## src/rtl/bram_stream_reader.sv

```systemverilog
// Streams a strided block of words from CHANNELS read-only BRAM ports onto AXI-Stream masters.
// Optional macro BRAM_STREAM_ABORT_EN adds operation_abort, which flushes a run into ERR.
module bram_stream_lane #(
   parameter int DATA_WIDTH   = 16,
   parameter int ADDR_WIDTH   = 10,
   parameter int COUNT_WIDTH  = 16,
   parameter int BRAM_LATENCY = 2,
   parameter int FIFO_DEPTH   = 4
) (
   input  logic                   clk,
   input  logic                   rst,
   input  logic                   start_i,
   input  logic                   run_i,
   input  logic                   flush_i,
   input  logic [ADDR_WIDTH-1:0]  base_i,
   input  logic [ADDR_WIDTH-1:0]  stride_i,
   input  logic [COUNT_WIDTH-1:0] size_i,
   output logic                   en_o,
   output logic [ADDR_WIDTH-1:0]  addr_o,
   input  logic [DATA_WIDTH-1:0]  rddata_i,
   output logic [DATA_WIDTH-1:0]  tdata_o,
   output logic                   tvalid_o,
   output logic                   tlast_o,
   input  logic                   tready_i,
   output logic                   done_o
);
   localparam int PW  = $clog2(FIFO_DEPTH);
   localparam int CNW = PW + 1;
   localparam logic [CNW-1:0] DEPTH_C = CNW'(FIFO_DEPTH);

   typedef struct packed {
      logic                  last;
      logic [DATA_WIDTH-1:0] data;
   } entry_t;

   entry_t                 mem_q [FIFO_DEPTH];
   entry_t                 head;
   logic [PW-1:0]          wr_q, rd_q;
   logic [CNW-1:0]         fcnt_q, fcnt_d, cred_q, cred_d;
   logic [COUNT_WIDTH-1:0] issued_q;
   logic [ADDR_WIDTH-1:0]  addr_q;
   logic [BRAM_LATENCY:1]  vld_pipe_q, last_pipe_q;
   logic                   seen_q;
   logic                   push, pop, is_last;

   assign head     = mem_q[rd_q];
   assign tvalid_o = (fcnt_q != '0);
   assign pop      = tvalid_o & tready_i;
   assign push     = vld_pipe_q[BRAM_LATENCY];
   assign is_last  = (issued_q == size_i - COUNT_WIDTH'(1));
   // Credits cover in-flight reads plus FIFO entries; a pop this cycle frees one immediately.
   assign en_o     = run_i && (issued_q < size_i) && ((cred_q < DEPTH_C) || pop);
   assign addr_o   = addr_q;
   assign tdata_o  = tvalid_o ? head.data : '0;
   assign tlast_o  = tvalid_o & head.last;
   assign done_o   = seen_q | (pop & head.last);

   always_comb begin
      cred_d = cred_q;
      fcnt_d = fcnt_q;
      if (en_o && !pop)      cred_d = cred_q + CNW'(1);
      else if (!en_o && pop) cred_d = cred_q - CNW'(1);
      if (push && !pop)      fcnt_d = fcnt_q + CNW'(1);
      else if (!push && pop) fcnt_d = fcnt_q - CNW'(1);
   end

   always_ff @(posedge clk) begin
      if (rst) begin
         for (int i = 0; i < FIFO_DEPTH; i++) mem_q[i] <= '0;
         wr_q        <= '0;
         rd_q        <= '0;
         fcnt_q      <= '0;
         cred_q      <= '0;
         issued_q    <= '0;
         addr_q      <= '0;
         vld_pipe_q  <= '0;
         last_pipe_q <= '0;
         seen_q      <= 1'b0;
      end else if (flush_i) begin
         wr_q        <= '0;
         rd_q        <= '0;
         fcnt_q      <= '0;
         cred_q      <= '0;
         issued_q    <= '0;
         vld_pipe_q  <= '0;
         last_pipe_q <= '0;
         seen_q      <= 1'b0;
      end else begin
         if (start_i) begin
            addr_q   <= base_i;
            issued_q <= '0;
            seen_q   <= 1'b0;
         end else if (en_o) begin
            addr_q   <= addr_q + stride_i;
            issued_q <= issued_q + COUNT_WIDTH'(1);
         end
         vld_pipe_q[1]  <= en_o;
         last_pipe_q[1] <= en_o & is_last;
         for (int i = 2; i <= BRAM_LATENCY; i++) begin
            vld_pipe_q[i]  <= vld_pipe_q[i-1];
            last_pipe_q[i] <= last_pipe_q[i-1];
         end
         if (push) begin
            mem_q[wr_q] <= '{last: last_pipe_q[BRAM_LATENCY], data: rddata_i};
            wr_q        <= wr_q + PW'(1);
         end
         if (pop) begin
            rd_q <= rd_q + PW'(1);
            if (head.last) seen_q <= 1'b1;
         end
         fcnt_q <= fcnt_d;
         cred_q <= cred_d;
      end
   end
endmodule

module bram_stream_reader #(
   parameter int CHANNELS     = 1,
   parameter int DATA_WIDTH   = 16,
   parameter int ADDR_WIDTH   = 10,
   parameter int COUNT_WIDTH  = 16,
   parameter int BRAM_LATENCY = 2,
   parameter int FIFO_DEPTH   = 4
) (
   input  logic                           clk,
   input  logic                           rst,
   input  logic                           operation_start,
`ifdef BRAM_STREAM_ABORT_EN
   input  logic                           operation_abort,
`endif
   input  logic [ADDR_WIDTH-1:0]          base_addr,
   input  logic [ADDR_WIDTH-1:0]          stride,
   input  logic [COUNT_WIDTH-1:0]         run_size,
   output logic [CHANNELS-1:0]            bram_en,
   output logic [CHANNELS*ADDR_WIDTH-1:0] bram_addr,
   input  logic [CHANNELS*DATA_WIDTH-1:0] bram_rddata,
   output logic [CHANNELS*DATA_WIDTH-1:0] m_axis_tdata,
   output logic [CHANNELS-1:0]            m_axis_tvalid,
   input  logic [CHANNELS-1:0]            m_axis_tready,
   output logic [CHANNELS-1:0]            m_axis_tlast,
   output logic                           operation_in_progress,
   output logic                           operation_complete,
   output logic                           operation_error
);
   typedef enum logic [1:0] {S_IDLE, S_RUN, S_DONE, S_ERR} state_t;

   state_t                                state_q;
   logic [COUNT_WIDTH-1:0]                size_q;
   logic [ADDR_WIDTH-1:0]                 stride_q;
   logic                                  busy_q, cmpl_q, err_q;
   logic                                  abort, start_ok, lane_run, flush;
   logic [CHANNELS-1:0]                   lane_done;
   logic [CHANNELS-1:0][ADDR_WIDTH-1:0]   addr_a;
   logic [CHANNELS-1:0][DATA_WIDTH-1:0]   rd_a, td_a;

`ifdef BRAM_STREAM_ABORT_EN
   assign abort = operation_abort;
`else
   assign abort = 1'b0;
`endif

   assign start_ok = (state_q == S_IDLE) && operation_start && (run_size != '0);
   assign lane_run = (state_q == S_RUN) && !abort;
   assign flush    = (state_q == S_RUN) && abort;

   assign rd_a                  = bram_rddata;
   assign bram_addr             = addr_a;
   assign m_axis_tdata          = td_a;
   assign operation_in_progress = busy_q;
   assign operation_complete    = cmpl_q;
   assign operation_error       = err_q;

   for (genvar g = 0; g < CHANNELS; g++) begin : g_lane
      bram_stream_lane #(
         .DATA_WIDTH  (DATA_WIDTH),
         .ADDR_WIDTH  (ADDR_WIDTH),
         .COUNT_WIDTH (COUNT_WIDTH),
         .BRAM_LATENCY(BRAM_LATENCY),
         .FIFO_DEPTH  (FIFO_DEPTH)
      ) u_lane (
         .clk     (clk),
         .rst     (rst),
         .start_i (start_ok),
         .run_i   (lane_run),
         .flush_i (flush),
         .base_i  (base_addr),
         .stride_i(stride_q),
         .size_i  (size_q),
         .en_o    (bram_en[g]),
         .addr_o  (addr_a[g]),
         .rddata_i(rd_a[g]),
         .tdata_o (td_a[g]),
         .tvalid_o(m_axis_tvalid[g]),
         .tlast_o (m_axis_tlast[g]),
         .tready_i(m_axis_tready[g]),
         .done_o  (lane_done[g])
      );
   end

   // lane_done includes a tlast handshake happening now, so DONE follows the last transfer directly.
   always_ff @(posedge clk) begin
      if (rst) begin
         state_q  <= S_IDLE;
         size_q   <= '0;
         stride_q <= '0;
         busy_q   <= 1'b0;
         cmpl_q   <= 1'b0;
         err_q    <= 1'b0;
      end else begin
         cmpl_q <= 1'b0;
         err_q  <= 1'b0;
         case (state_q)
            S_IDLE: begin
               if (operation_start) begin
                  if (run_size != '0) begin
                     state_q  <= S_RUN;
                     busy_q   <= 1'b1;
                     size_q   <= run_size;
                     stride_q <= stride;
                  end else begin
                     state_q <= S_ERR;
                     err_q   <= 1'b1;
                  end
               end
            end
            S_RUN: begin
               if (abort) begin
                  state_q <= S_ERR;
                  busy_q  <= 1'b0;
                  err_q   <= 1'b1;
               end else if (&lane_done) begin
                  state_q <= S_DONE;
                  busy_q  <= 1'b0;
                  cmpl_q  <= 1'b1;
               end
            end
            default: state_q <= S_IDLE;
         endcase
      end
   end
endmodule

```

## config.mk

```make
export PLATFORM = sky130hd
export DESIGN_NAME = bram_stream_reader
export DESIGN_NICKNAME = d
export VERILOG_FILES = /design/src/rtl/bram_stream_reader.sv
export SDC_FILE = /design/constraint.sdc
export NUM_CORES = 1
export LEC_CHECK = 0
export BUFFER_PORTS_ARGS = -buffer_cell sky130_fd_sc_hd__buf_4
export CAP_MARGIN = 0
export CORE_MARGIN = 1.5
export CORE_UTILIZATION = 59
export CTS_CLUSTER_SIZE = 12
export DETAILED_ROUTE_END_ITERATION = 10
export HOLD_SLACK_MARGIN = 0.1
export PLACE_DENSITY = 0.81
export SLEW_MARGIN = 0
export SYNTH_ARGS = -nofsm -noshare
export SYNTH_HDL_FRONTEND = slang
export SYNTH_SLANG_ARGS = --single-unit
```

## constraint.sdc

```tcl
create_clock -name clk -period 3.25 [get_ports clk]
set_input_delay 0.1625 -clock clk [delete_from_list [all_inputs] [get_ports clk]]
set_output_delay 0.1625 -clock clk [all_outputs]
set_load 0.03 [all_outputs]
```

### Word level (Yosys, flattened, before mapping)

Memories as Yosys holds them, arrays and structs flattened. A register that Yosys moved wholly into a read port is not among the register bits.
Cells that the tools add are included.

* memories kept: 1
* register bits: 72
* input bits: 56
* logic and storage cells: 96
* output and inout bits: 32
* RAM bits: 68

* reduce and logical (&&, ||, !) cells: 26
* add/subtract/negate cells: 9
* equal/unequal tests: 5
* mux-type cells: 30
* bitwise logic cells: 8
* $lt $le $gt $ge: 2

Memory list
* g_lane[0].u_lane.mem_q: words 4, bits a word 17, read ports 1, clocked after memory_dff 1, wr ports 4, line 36 `entry_t mem_q [FIFO_DEPTH];`

Operator list (number)
* 2-to-1 mux 10 bit: 2
* 2-to-1 mux 17 bit: 1
* OR reduction 17 bit: 1
* adder 16 x 1 -> 16 bit, second input constant: 1
* == test 16 bit: 1
* less-than comparator 16 bit: 1
* 2-to-1 mux 16 bit: 1
* nonzero test 16 bit: 1
* subtractor 16 x 1 -> 16 bit, second input constant: 1
* 2-to-1 mux 1 bit: 14
* 2-to-1 mux 2 bit: 6
* 2-to-1 mux 3 bit: 4
* adder 10 bit: 1
* logical AND 1 bit: 8
* nonzero test 2 bit: 4
* adder 3 x 1 -> 3 bit, second input constant: 2
* subtractor 3 x 1 -> 3 bit, second input constant: 2
* adder 2 x 1 -> 2 bit, second input constant: 2
* AND 1 bit: 4
* inequality test 2 bit, second input constant: 2
* case mux 2 bit (2 select lines): 1
* AND reduction 4 bit: 1
* OR reduction 2 bit: 2
* zero test 1 bit: 3
* 12 further kinds: 14

### Longest topological paths before layout

Gate-level depths: netlist (run 1).

* depth in word-level cells: 8
* depth in mapped cells: 15
* gate-level depth less buffers: 13

### Modules after synthesis

From an unflattened synthesis (run 1), not the netlist that was laid out.

* cells, all modules: 729
* area, all modules: 7636.1 sq um

Modules (own cells, without submodules)
* bram_stream_lane: cells each 583, times used 1, sequential area each 2902.8 sq um, area an instance 6231.0 sq um
* bram_stream_reader: cells each 146, times used 1, sequential area each 620.6 sq um, area an instance 1405.1 sq um

### Worst setup path before layout (run 1)

OpenSTA, ideal clock, no wires.

* path kind: register to register
* from: register size_q[13]
* to: register g_lane[0].u_lane.cred_q[2]
* stages on the path, launching flop included: 15
* arrival time: 2923 ps
* path slack: 257 ps
* data required time: 3180 ps
* buffers on the path: 1
* period minus slack after synthesis: 2993 ps
* setup time: 70 ps
* path through: dfxtp_1 -> inv_1 -> ha_1 -> a21o_1 -> a21o_1 -> a21oi_2 -> o211ai_2 -> inv_2 -> buf_2 -> ha_1 -> inv_1 -> fa_1 -> xor2_1 -> or3_1 -> a21oi_1

* word-level cells in the longest chain between the ends: 6
* elaborated cells between the ends (all ways): 8
* those cells by class: 1 x order compare; 1 x mux; 6 x reduce/logical

Ends and longest elaborated chain
* from (decl): line 148 `logic [COUNT_WIDTH-1:0] size_q;`
* from (signal assigned): line 218 `size_q <= run_size;`
* less-than comparator 16 bit (*): line 52 `assign en_o = run_i && (issued_q < size_i) && ((cred_q < DEPTH_C) || pop);`
* logical AND 1 bit (*) (2 in a row): line 52
* net bram_en: line 134 `output logic [CHANNELS-1:0] bram_en,`
* zero test 1 bit: line 62 `else if (!en_o && pop) cred_d = cred_q - CNW'(1);`
* logical AND 1 bit: line 62
* nonzero test 2 bit (no line)
* to (signal assigned): line 112 `cred_q <= cred_d;`
* to (decl): line 39 `logic [CNW-1:0] fcnt_q, fcnt_d, cred_q, cred_d;`

Mark *: on every way through the listed nets, which the timed path passes. The rest lies on a longest branch.
A chain may end at the register's enable or synchronous reset.

### Worst setup path in the final report (run 1)

* from: register size_q[13]
* to: register g_lane[0].u_lane.cred_q[2]

* word-level cells in the longest chain between the ends: 6
* elaborated cells between the ends (all ways): 8
* those cells by class: 1 x order compare; 1 x mux; 6 x reduce/logical

Ends and longest elaborated chain (line)
* less-than comparator 16 bit (*): 52
* logical AND 1 bit (*) (2 in a row): 52
* zero test 1 bit: 62
* logical AND 1 bit: 62
* nonzero test 2 bit (no line)

Mark *: on every way between the ends. The rest lies on a longest branch, timed or not.

==> results.md, run 1 <==
* Outcome: finished, final reports clean
* Mapped Cells at about 730
* Syn-to-layout area delta at 26.1%
* Final Skew at 7.69 ps
* Max-slew violation count at 0
* Final non-filler cell area at 9180 sq um
* DRT iter0 DRCs at approximately 440
* # IOs at 88
* Power per standard cell area at 619 nW/um^2
* Seq/Total Area, Yosys at 0.484
* Crit-path max FO at 6
* Initial Utilization at 0.606
* Skew-Pair Late Insertion Delay at about 420 ps
* Final nets at 957
* Setup TNS at 0 ps
* RSZ-0062 raised after global routing: no
* Slew margin rel. at 0.385
* R2r setup slk at 460 ps
* VDD IR-drop max at 0.336 mV
* FF+latch area at 3520 sq um
* ANT nets after route at 0
* DRC viols at 0
* GPL Wtd Cong at 0.897
* Site row count at 40
* Vias in the first global route at between 6000 and 7000
* Ys async rst share at 0
* Area of the multi-input gates at between 3000 and 4000 sq um
* Port Buffers at a little under 90
* Tot GR Track Use at 0.297
* CTS Root Cell: clkbuf_16
* Crit path DAT at approximately 3100 ps
* Total number of vias at 6097
* Hold Crit Class: in -> reg
* Fill cells at 761
* Antenna cell count at 0
* Worst Tran Pin Value at just over 900 ps
* Post-CTS Setup Bufs at 0
* Clock Sinks at 142
* Max clock buf depth at 2
* WL met2 at around 9700 microns
* Post-synth EDFFs at 68
* WL/cell at 18.3 microns
* Die height at 114 microns
* Max-Cap Viols at 0
* Final worst-path cycle share at 0.858
* Layout cell share with drive strength beyond 1 at 0.179
* Grt total ovfl at 0
* Num CTS Buffers at 17
* HPWL reported at the end of detailed placement at 11800 microns
* H-tree depth reported by CTS at 4
* Post-synthesis average cell area at slightly below 10 sq um
* Met1 WL at 7520 microns
* Total wire length at 18800 microns
* Fin. Hold Viols at 0
* CTS resizes at 0
* Routed length on met3 at between 1000 and 1500 microns
* Unique masters post-synth at 56
* Via density at 5.93
* Core area at 12000 sq um
* First-pass GRT wire length at 29600 microns
* Final setup violation count at 0
* Die ar. at 13000 sq um
* Top Metal Used: met4
* Largest net degree at the start of global routing at 60
* Fmax at around 360 MHz
* Seq cells post-synth at 142
* YS warnings at 0
* Mapped Nets at ~800
* Critical Path Source Type: flip-flop
* Synth Flop Type: dfxtp_1
* Drt pass-1 iters at 5
* Dpl cell area at a little over 8000 sq um
* Initial antenna violation count at 0
* CTS tree: yes
* WP data required at 3600 ps
* Lkg Pwr at 3.71 nW
* Kind of critical path: reg -> reg
* Die width at 114 microns
* Critical path capture point type: flip-flop
* Fin crit period at around 2800 ps
* Cell Area, Synth at between 7000 and 8000 sq um
* Clock transition at path regs at 60 ps
routing by layer:
metal | vias up | GRT usage
li1 | 2886 | -
met3 | 33 | 0.0672
met2 | 262 | 0.543
met4 | 0 | 0.123
met5 | - | 0
met1 | 2916 | 0.335
synthesized netlist by cell type, types with 2 or more instances:
master | n | area (sq um)
ha_1 | 29 | 363
a211o_1 | 2 | 17.5
dfxtp_1 | 74 | 1480
nand2_1 | 100 | 375
o21ai_0 | 12 | 60.1
or4_1 | 14 | 105
mux4_2 | 17 | 383
nand4_1 | 14 | 87.6
nand3_1 | 16 | 80.1
a2111oi_0 | 2 | 17.5
buf_1 | 3 | 11.3
clkbuf_1 | 24 | 90.1
and2_1 | 34 | 213
nor2b_1 | 6 | 37.5
o21bai_1 | 2 | 15.0
mux2i_1 | 9 | 90.1
nand2b_1 | 7 | 43.8
buf_2 | 9 | 45.0
nor2_1 | 61 | 229
nor3b_1 | 3 | 22.5
a211oi_1 | 5 | 37.5
and4_1 | 5 | 43.8
and3_1 | 5 | 31.3
xnor2_1 | 20 | 175
a311oi_1 | 7 | 61.3
nor3_1 | 5 | 25.0
or2_2 | 2 | 12.5
o21ai_1 | 4 | 20.0
nor4_1 | 9 | 56.3
xor2_1 | 14 | 123
a31oi_1 | 3 | 18.8
a21oi_1 | 55 | 275
or3_1 | 7 | 43.8
a21o_1 | 4 | 30.0
inv_1 | 47 | 176
fa_1 | 3 | 60.1
o211ai_1 | 3 | 22.5
o31ai_1 | 13 | 97.6
edfxtp_1 | 68 | 2040
report_power, final:
part | internal [mW] | leakage [nW] | switching (mW)
Sequential | 2.01 | 1.31 | 0.127
Combinational | 0.674 | 2.13 | 0.956
Clock | 1.17 | 0.278 | 0.743
Total | 3.85 | 3.71 | 1.83
state kept, by name, indices dropped and copies added (netlist names), 3 cells and up, named ones only:
signal	cells
size_q	16
g_lane.u_lane.issued_q	16
g_lane.u_lane.fcnt_q	3
g_lane.u_lane.mem_q	68
stride_q	10
g_lane.u_lane.cred_q	3
g_lane.u_lane.addr_o	10
per-stage QoR:
stage                util  power, mW  hold WS (ps)  std cells  worst slack, ps
floorplan               -       3.22           298        734              257
global placement    0.672       3.66           403        944              595
detailed placement  0.672       3.72           421        944              495
CTS                 0.764       5.66           155       1029              492
global route        0.764       5.90           192       1029              288
finish              0.764       5.68           172       1029              460
cells by family (layout without fill, tap and decap cells):
| kind of cell | Yosys count | after routing | synth area share |
|---|---|---|---|
| compound gates | 120 | 120 | 0.103 |
| xor+xnor | 34 | 34 | 0.0409 |
| fa+ha+maj | 32 | 32 | 0.0581 |
| buf+inv | 86 | 234 | 0.0474 |
| flops | 142 | 142 | 0.484 |
| mux | 27 | 27 | 0.0665 |
| simple gates | 293 | 293 | 0.199 |
path summary, 6_finish.rpt:
kind                                                       from                              end  depth (start not counted)
worst max-delay path                                 size_q[13]       g_lane[0].u_lane.cred_q[2]                         13
worst min-delay path                            operation_start                  operation_error                          4
worst max register to register                       size_q[13]       g_lane[0].u_lane.cred_q[2]                         13
worst min register to register  g_lane[0].u_lane.last_pipe_q[1]  g_lane[0].u_lane.last_pipe_q[2]                          1
cells in the final DEF, fill, tap and decap left out, drive strengths merged, types with 7 or more instances in the layout:
cell,Yosys,layout
nor2,62,62
nor4,10,10
xnor2,20,20
dfxtp,74,74
mux2i,9,9
a21oi,56,56
ha,29,29
o31ai,14,14
o21ai,16,16
or4,14,14
inv,48,49
nand4,14,14
dlygate4sd3,0,53
xor2,14,14
or3,7,7
nand2,100,100
mux4,17,17
edfxtp,68,68
buf,14,101
clkbuf,24,22
a311oi,7,7
and2,34,34
nand3,16,16
nand2b,7,7
worst max-delay path, stage by stage (launching register included):
cell and delay [ps]:
dfxtp_1 430, inv_1 90, ha_1 290, a21o_1 160
a21o_1 180, a21oi_2 140, o211ai_2 110, inv_2 70
ha_1 180, inv_1 60, fa_1 370, xor2_1 180
or3_1 300, a21oi_1 150
what timing repair did:
action,4_1_cts,5_1_grt
hold endpoints to repair,75,0
hold buffers,53,0
setup endpoints to repair,0,0
layout make-up:
class,count,share of cell area
Clock inverter,10,0.0125
Inverter,48,0.0196
Sequential cell,142,0.384
Timing Repair Buffer,154,0.140
Tap cell,147,0.0200
Clock buffer,22,0.0506
Multi-Input combinational cell,506,0.373
(Power assumes the default switching activity.)
==> run 2, diff against run 1 <==
- PLACE_DENSITY: 0.81 -> 0.8
- SYNTH_HIERARCHICAL: not set -> 1
==> results.md, run 2 <==
* Die ar. at 13600 sq um (was 13000 sq um)
* Synth Flop Type: dfxtp_1 (unchanged)
* # IOs at 88 (unchanged)
* Largest net degree at the start of global routing at 50 (was 60)
* Max-slew violation count at 0 (unchanged)
* Setup TNS at 0 ps (unchanged)
* Tot GR Track Use at 0.304 (was 0.297)
* Combinational family with the most area after synthesis: simple AND/OR/NAND/NOR gates (unchanged)
* Num CTS Buffers at 17 (unchanged)
* Most common cell after layout, fill and taps aside: buf_4 (unchanged)
* Fin crit period at 3010 ps (was 2790 ps)
* WP data required at 3600 ps (about the same)
* Biggest regs: g_lane.u_lane/mem_q (68), g_lane.u_lane/issued_q (16), size_q (16) (was g_lane.u_lane.mem_q (68), g_lane.u_lane.issued_q (16), size_q (16))
* Crit-path max FO at 6 (unchanged)
* Synth Area in XOR/XNOR at 0.0413 (was 0.0409)
* Core area at 12600 sq um (was 12000 sq um)
* Unique masters post-synth at 71 (was 56)
* DRT iter0 DRCs at 544 (was 441)
* Post-synth EDFFs at 68 (unchanged)
* ANT nets after route at 0 (unchanged)
* Fin. Hold Viols at 0 (unchanged)
* Die height at 117 microns (was 114 microns)
* WL/cell at 18.5 microns (was 18.3 microns)
* DRC viols at 0 (unchanged)
* Worst Tran Pin Value at 956 ps (was 920 ps)
* GPL Wtd Cong at 0.943 (was 0.897)
* Syn-to-layout area delta at 25.9% (was 26.1%)
* Most area-hungry cell type in the Yosys netlist: edfxtp_1 (unchanged)
* Initial antenna violation count at 0 (unchanged)
* Most frequent cells in the layout: buf_4 (115), dfxtp_1 (72), and2_1 (70), edfxtp_1 (68), dlygate4sd3_1 (50) (was buf_4 (101), nand2_1 (100), dfxtp_1 (74), edfxtp_1 (68), nor2_1 (61))
* Most numerous cell in the Yosys netlist: dfxtp_1 (was nand2_1)
* Max clock buf depth at 2 (unchanged)
* Fmax at 332 MHz (was 358 MHz)
* Synth top cells by count: dfxtp_1 (74), and2_1 (70), edfxtp_1 (68) (was nand2_1 (100), dfxtp_1 (74), edfxtp_1 (68))
* Total number of vias at 6348 (was 6097)
* Via density at 5.97 (was 5.93)
* Post-synthesis mux area share at 0.0567 (was 0.0665)
* Port Buffers at 87 (unchanged)
* Max reg flops at 68 (unchanged)
* RSZ-0062 raised after global routing: no (unchanged)
* Critical Path Max Stage Delay at 440 ps (was 430 ps)
* CTS tree: yes (unchanged)
* Critical path capture point type: flip-flop (unchanged)
* Antenna cell count at 0 (unchanged)
* CTS Root Cell: clkbuf_16 (unchanged)
* Slew margin rel. at 0.362 (was 0.385)
* Simple-Gate Fraction of Synth Area at 0.205 (was 0.199)
* Lkg Pwr at 3.79 nW (was 3.71 nW)
* Kind of critical path: reg -> reg (unchanged)
* Finished Core Util at 0.762 (was 0.764)
* Adder-cell share of the synthesized area at 0.0554 (was 0.0581)
* H-tree depth reported by CTS at 4 (unchanged)
* Die width at 117 microns (was 114 microns)
* Place WS at 188 ps (was 495 ps)
* Top cell family by delay on the critical path: compound AO/OA/AOI/OAI gates (was adder cells)
* Final nets at 967 (was 957)
* Slowest CP cell: dfxtp_1 (unchanged)
* Total wire length at 19600 microns (was 18800 microns)
* Initial Utilization at 0.605 (was 0.606)
* Crit path DAT at 3370 ps (was 3140 ps)
* Hold Crit Class: in -> reg (unchanged)
* Seq cells post-synth at 142 (unchanged)
* Final setup violation count at 0 (unchanged)
* Final Skew at 10.2 ps (was 7.69 ps)
* Power per standard cell area at 470 nW/um^2 (was 619 nW/um^2)
* Drt pass-1 iters at 6 (was 5)
* Biggest register: g_lane.u_lane/mem_q (was g_lane.u_lane.mem_q)
* Ys async rst share at 0 (unchanged)
* Cell Area, Synth at 7640 sq um (was 7280 sq um)
* HPWL reported at the end of detailed placement at 12400 microns (was 11800 microns)
* Site row count at 41 (was 40)
* Max-Cap Viols at 0 (unchanged)
* Critical Path Source Type: flip-flop (unchanged)
* Final worst-path cycle share at 0.928 (was 0.858)
* Post-synthesis average cell area at 10.5 sq um (was 9.92 sq um)
* Buf/Inv on CP at 3 (unchanged)
* Seq/Total Area, Yosys at 0.461 (was 0.484)
* Synth top area share at 0.267 (was 0.281)
* YS warnings at 6 (was 0)
* Clock transition at path regs at 60 ps (about the same)
* Final setup margin at 235 ps (was 460 ps)
* Critical-path cell list: inv_1, ha_1, a21o_1, a22oi_1, a31oi_2, a21o_1, inv_2, ha_1, inv_1, fa_1, xor2_1, or3_1, a21oi_1 (was inv_1, ha_1, a21o_1, a21o_1, a21oi_2, o211ai_2, inv_2, ha_1, inv_1, fa_1, xor2_1, or3_1, a21oi_1)
* Synth area leaders: edfxtp_1 (27%), dfxtp_1 (19%), and2_1 (5.7%) (was edfxtp_1 (28%), dfxtp_1 (20%), mux4_2 (5.3%))
* Skew-Pair Late Insertion Delay at 430 ps (was 420 ps)
* Vias in the first global route at 6263 (was 6201)
* First-pass GRT wire length at 31400 microns (was 29600 microns)
* VDD IR-drop max at 0.286 mV (was 0.336 mV)
* Outcome: finished, final reports clean (unchanged)
* Design Power at 4.52 mW (was 5.68 mW)
* Clock Sinks at 142 (unchanged)
* Mapped Cells at 729 (was 734)
* Grt total ovfl at 0 (unchanged)
* Layout cell share with drive strength beyond 1 at 0.229 (was 0.179)
* Synth Area in Compound Gates at 0.135 (was 0.103)
run 2: cell types whose count changed in the layout (fill, tap and decap cells not counted), moves of 12 or more:
cell	previous run	this run
nand4_1	14	32
buf_4	101	115
nor3_1	4	18
and3_1	5	19
nand2_1	100	29
o21ai_2	0	12
and2_1	34	70
nor2_1	61	26
run 2: metal layers:
layer,up-vias,share of wire,routed length [microns],GRT usage
met5,-,0,0,0
met4,0,0.023,454,0.132
met3,38,0.060,1190,0.0581
met2,257,0.50,9860,0.504
met1,3054,0.41,8150,0.390
li1,2999,-,-,-
run 2: cell families (layout without fill, tap and decap cells):
kind of cell,after synthesis,after routing
AO/OA/AOI/OAI,155,155
XOR/XNOR,36,36
adder cells (fa/ha/maj),32,32
buffers and inverters,76,235
flip-flops,142,142
multiplexers,22,22
other,1,5
AND/OR/NAND/NOR,265,265
run 2: final timing paths:
kind / startpoint / end / slack (ps) / depth (start not counted)
hold reg to reg: g_lane[0].u_lane/last_pipe_q[1] / g_lane[0].u_lane/last_pipe_q[2] / 430 / 1
setup / recovery: size_q[3] / g_lane[0].u_lane/cred_q[2] / 240 / 13
hold / removal: base_addr[7] / g_lane[0].u_lane/addr_o[7] / 140 / 5
setup reg to reg: size_q[3] / g_lane[0].u_lane/cred_q[2] / 240 / 13
run 2: stage by stage:
stage	instances	hold slack, ps	instance area [sq um]
floorplan	733	232	7650
global placement	982	412	8530
detailed placement	982	420	8530
CTS	1064	119	9610
global route	1064	150	9610
finish	1064	138	9610
run 2: repair_timing:
action,CTS,global route
gates resized for setup,0,3
hold buffers,50,0
buffers inserted,0,0
endpoints found under the hold margin,98,0
endpoints found under the setup margin,0,1
run 2: worst min-delay path, delay by kind of cell:
| kind | cells | cell delay, ps |
|---|---|---|
| AOI/OAI and AO/OA | 3 | 190 |
| buffers and inverters | 2 | 160 |
run 2: layout make-up:
cell class                      instances  area, sq um
Clock inverter                         13          139
Tap cell                              172          215
Sequential cell                       142         3530
Clock buffer                           19          433
Inverter                               38          143
Fill cell                             827         3010
Multi-Input combinational cell        515         3790
Timing Repair Buffer                  165         1360
run 2: power by group:
part,switching (mW),internal [mW]
Clock,0.755,1.13
Combinational,0.357,0.282
Sequential,0.0517,1.94
Total,1.16,3.35
==> run 3, diff against run 2 <==
- RECOVER_POWER: not set -> 25
==> results.md, run 3 (synthesized netlist as in run 2, its figures left out) <==
* Worst Hold Path EP: g_lane[0].u_lane/addr_o[7] (unchanged)
* Total wire length at 19700 microns (was 19600 microns)
* CTS tree: yes (unchanged)
* GPL Wtd Cong at 0.943 (unchanged)
* Critical path capture point type: flip-flop (unchanged)
* Clock Sinks at 142 (unchanged)
* WP data required at 3600 ps (about the same)
* Final setup violation count at 0 (unchanged)
* Antenna cell count at 0 (unchanged)
* Site row count at 41 (unchanged)
* Final setup margin at 230 ps (was 235 ps)
* Initial Utilization at 0.605 (unchanged)
* Place WS at 188 ps (unchanged)
* Critical Path Source Type: flip-flop (unchanged)
* Fill cells at 854 (was 827)
* Vias in the first global route at 6263 (unchanged)
* Fin. Hold Viols at 0 (unchanged)
* H-tree depth reported by CTS at 4 (unchanged)
* Post-CTS Setup Bufs at 0 (unchanged)
* Die width at 117 microns (unchanged)
* Hold Crit Class: in -> reg (unchanged)
* Slowest CP cell: dfxtp_1 (unchanged)
* Fin crit period at 3020 ps (was 3010 ps)
* Critical-path cell list: inv_1, ha_1, a21o_1, a22oi_1, a31oi_2, a21o_1, inv_2, ha_1, inv_1, fa_1, xor2_1, or3_1, a21oi_1 (unchanged)
* Biggest regs: g_lane.u_lane/mem_q (68), g_lane.u_lane/issued_q (16), size_q (16) (unchanged)
* Drt pass-1 iters at 4 (was 6)
* Critical Path Max Stage Delay at 440 ps (about the same)
* Num CTS Buffers at 17 (unchanged)
* Total number of vias at 6379 (was 6348)
* Final non-filler cell total at 1064 (unchanged)
* Lkg Pwr at 3.72 nW (was 3.79 nW)
* Max-slew violation count at 50 (was 0)
* Final nets at 967 (unchanged)
* R2r setup slk at 230 ps (was 240 ps)
* Biggest register: g_lane.u_lane/mem_q (unchanged)
* Fmax at 331 MHz (was 332 MHz)
* Crit path DAT at 3370 ps (about the same)
* Failing checks: max-capacitance violations, max-slew violations
* Grt total ovfl at 0 (unchanged)
* DRC viols at 0 (unchanged)
* Kind of critical path: reg -> reg (unchanged)
* Layout cell share with drive strength beyond 1 at 0.212 (was 0.229)
* Core area at 12600 sq um (unchanged)
* Final Skew at 10.4 ps (was 10.2 ps)
* DRT iter0 DRCs at 523 (was 544)
* Port Buffers at 87 (unchanged)
* ANT nets after route at 0 (unchanged)
* Syn-to-layout area delta at 25.1% (was 25.9%)
* Max-Cap Viols at 1 (was 0)
* Hold slack final at 130 ps (was 138 ps)
* Hold path cells at 5 (unchanged)
* # IOs at 88 (unchanged)
* Initial antenna violation count at 0 (unchanged)
* HP Start: base_addr[7] (unchanged)
* Clock transition at path regs at 60 ps (about the same)
* Crit-path max FO at 6 (unchanged)
* Largest net degree at the start of global routing at 50 (unchanged)
* Max reg flops at 68 (unchanged)
* Worst reg2reg endpoint: g_lane[0].u_lane/cred_q[2] (unchanged)
* Most common cell after layout, fill and taps aside: buf_4 (unchanged)
* Tot GR Track Use at 0.304 (unchanged)
* Die ar. at 13600 sq um (unchanged)
* Max clock buf depth at 2 (unchanged)
* VDD IR-drop max at 0.287 mV (was 0.286 mV)
* Reg2reg path depth at 13 (unchanged)
* CTS Root Cell: clkbuf_16 (unchanged)
* Outcome: finished with violations (was finished, final reports clean)
* Placed cells at 982 (unchanged)
* HPWL reported at the end of detailed placement at 12400 microns (unchanged)
* Most frequent cells in the layout: buf_4 (98), dfxtp_1 (72), edfxtp_1 (68), and2_1 (59), dlygate4sd3_1 (50) (was buf_4 (115), dfxtp_1 (72), and2_1 (70), edfxtp_1 (68), dlygate4sd3_1 (50))
* Power per standard cell area at 472 nW/um^2 (was 470 nW/um^2)
* Reg-to-Reg Start: size_q[3] (unchanged)
* Slew margin rel. at -0.666 (was 0.362)
* First-pass GRT wire length at 31400 microns (unchanged)
* Design Power at 4.51 mW (was 4.52 mW)
* Final worst-path cycle share at 0.929 (was 0.928)
* Setup TNS at 0 ps (unchanged)
* Worst Tran Pin Value at 2500 ps (was 956 ps)
* Skew-Pair Late Insertion Delay at 430 ps (about the same)
* RSZ-0062 raised after global routing: no (unchanged)
* WL/cell at 18.5 microns (about the same)
* Die height at 117 microns (unchanged)
* Via density at 6.00 (was 5.97)
==> run 3: changes by cell type in the layout (fill, tap and decap cells not counted), sizes merged <==
cell	before	now
clkbuf	19	36
buf	115	98
==> run 3: through the flow <==
stage / area, sq um / util
after global placement: 8530 / 0.676
after CTS: 9610 / 0.761
after detailed placement: 8530 / 0.676
after global routing: 9550 / 0.757
final: 9550 / 0.757
after floorplan: 7650 / -
==> run 3: layout make-up <==
cell class,instances,area [sq um],area share
multi-input cells,515,3790,0.397
well taps,172,215,0.0225
clock buffers,19,433,0.0453
inverters,38,143,0.0149
repair buffers,165,1300,0.136
flip-flops and latches,142,3530,0.369
clock inverters,13,139,0.0145
==> run 3: critical path: cells and delay by family (launching register included) <==
| family | cells | cell delay (ps) |
|---|---|---|
| buffers and inverters | 3 | 230 |
| adder cells (fa/ha/maj) | 3 | 880 |
| AND/OR/NAND/NOR | 1 | 310 |
| flip-flops | 1 | 440 |
| XOR/XNOR | 1 | 180 |
| AO/OA/AOI/OAI | 5 | 920 |
==> run 3: worst max-delay path by stage <==
stage / startpoint / end / slack [ps] / cells after the start
final: size_q[3] / g_lane[0].u_lane/cred_q[2] / 230 / 13
after CTS: size_q[6] / g_lane[0].u_lane/cred_q[2] / 160 / 13
after global routing: size_q[6] / g_lane[0].u_lane/cred_q[2] / 10 / 13
after floorplan: size_q[13] / g_lane[0].u_lane/cred_q[2] / 180 / 14
after detailed placement: size_q[6] / g_lane[0].u_lane/cred_q[2] / 190 / 13
after global placement: size_q[6] / g_lane[0].u_lane/cred_q[2] / 300 / 13
==> run 3: per-layer routing <==
| metal | track usage | share of wire | up-vias | wire [microns] |
|---|---|---|---|---|
| met2 | 0.504 | 0.50 | 256 | 9830 |
| met1 | 0.390 | 0.42 | 3094 | 8190 |
| met3 | 0.0581 | 0.061 | 38 | 1210 |
| met4 | 0.132 | 0.022 | 0 | 441 |
| li1 | - | - | 2991 | - |
| met5 | 0 | 0 | - | 0 |
==> run 3: where the power goes <==
part,internal [mW],switching (mW)
combinational,0.271,0.357
sequential,1.94,0.0510
clock,1.13,0.759
total,3.34,1.17
==> run 3: timing repair <==
action / in CTS / in global routing
hold buffers: 50 / 0
resized for setup: 0 / 3
hold endpoints to repair: 98 / 0
endpoints found under the setup margin: 0 / 1
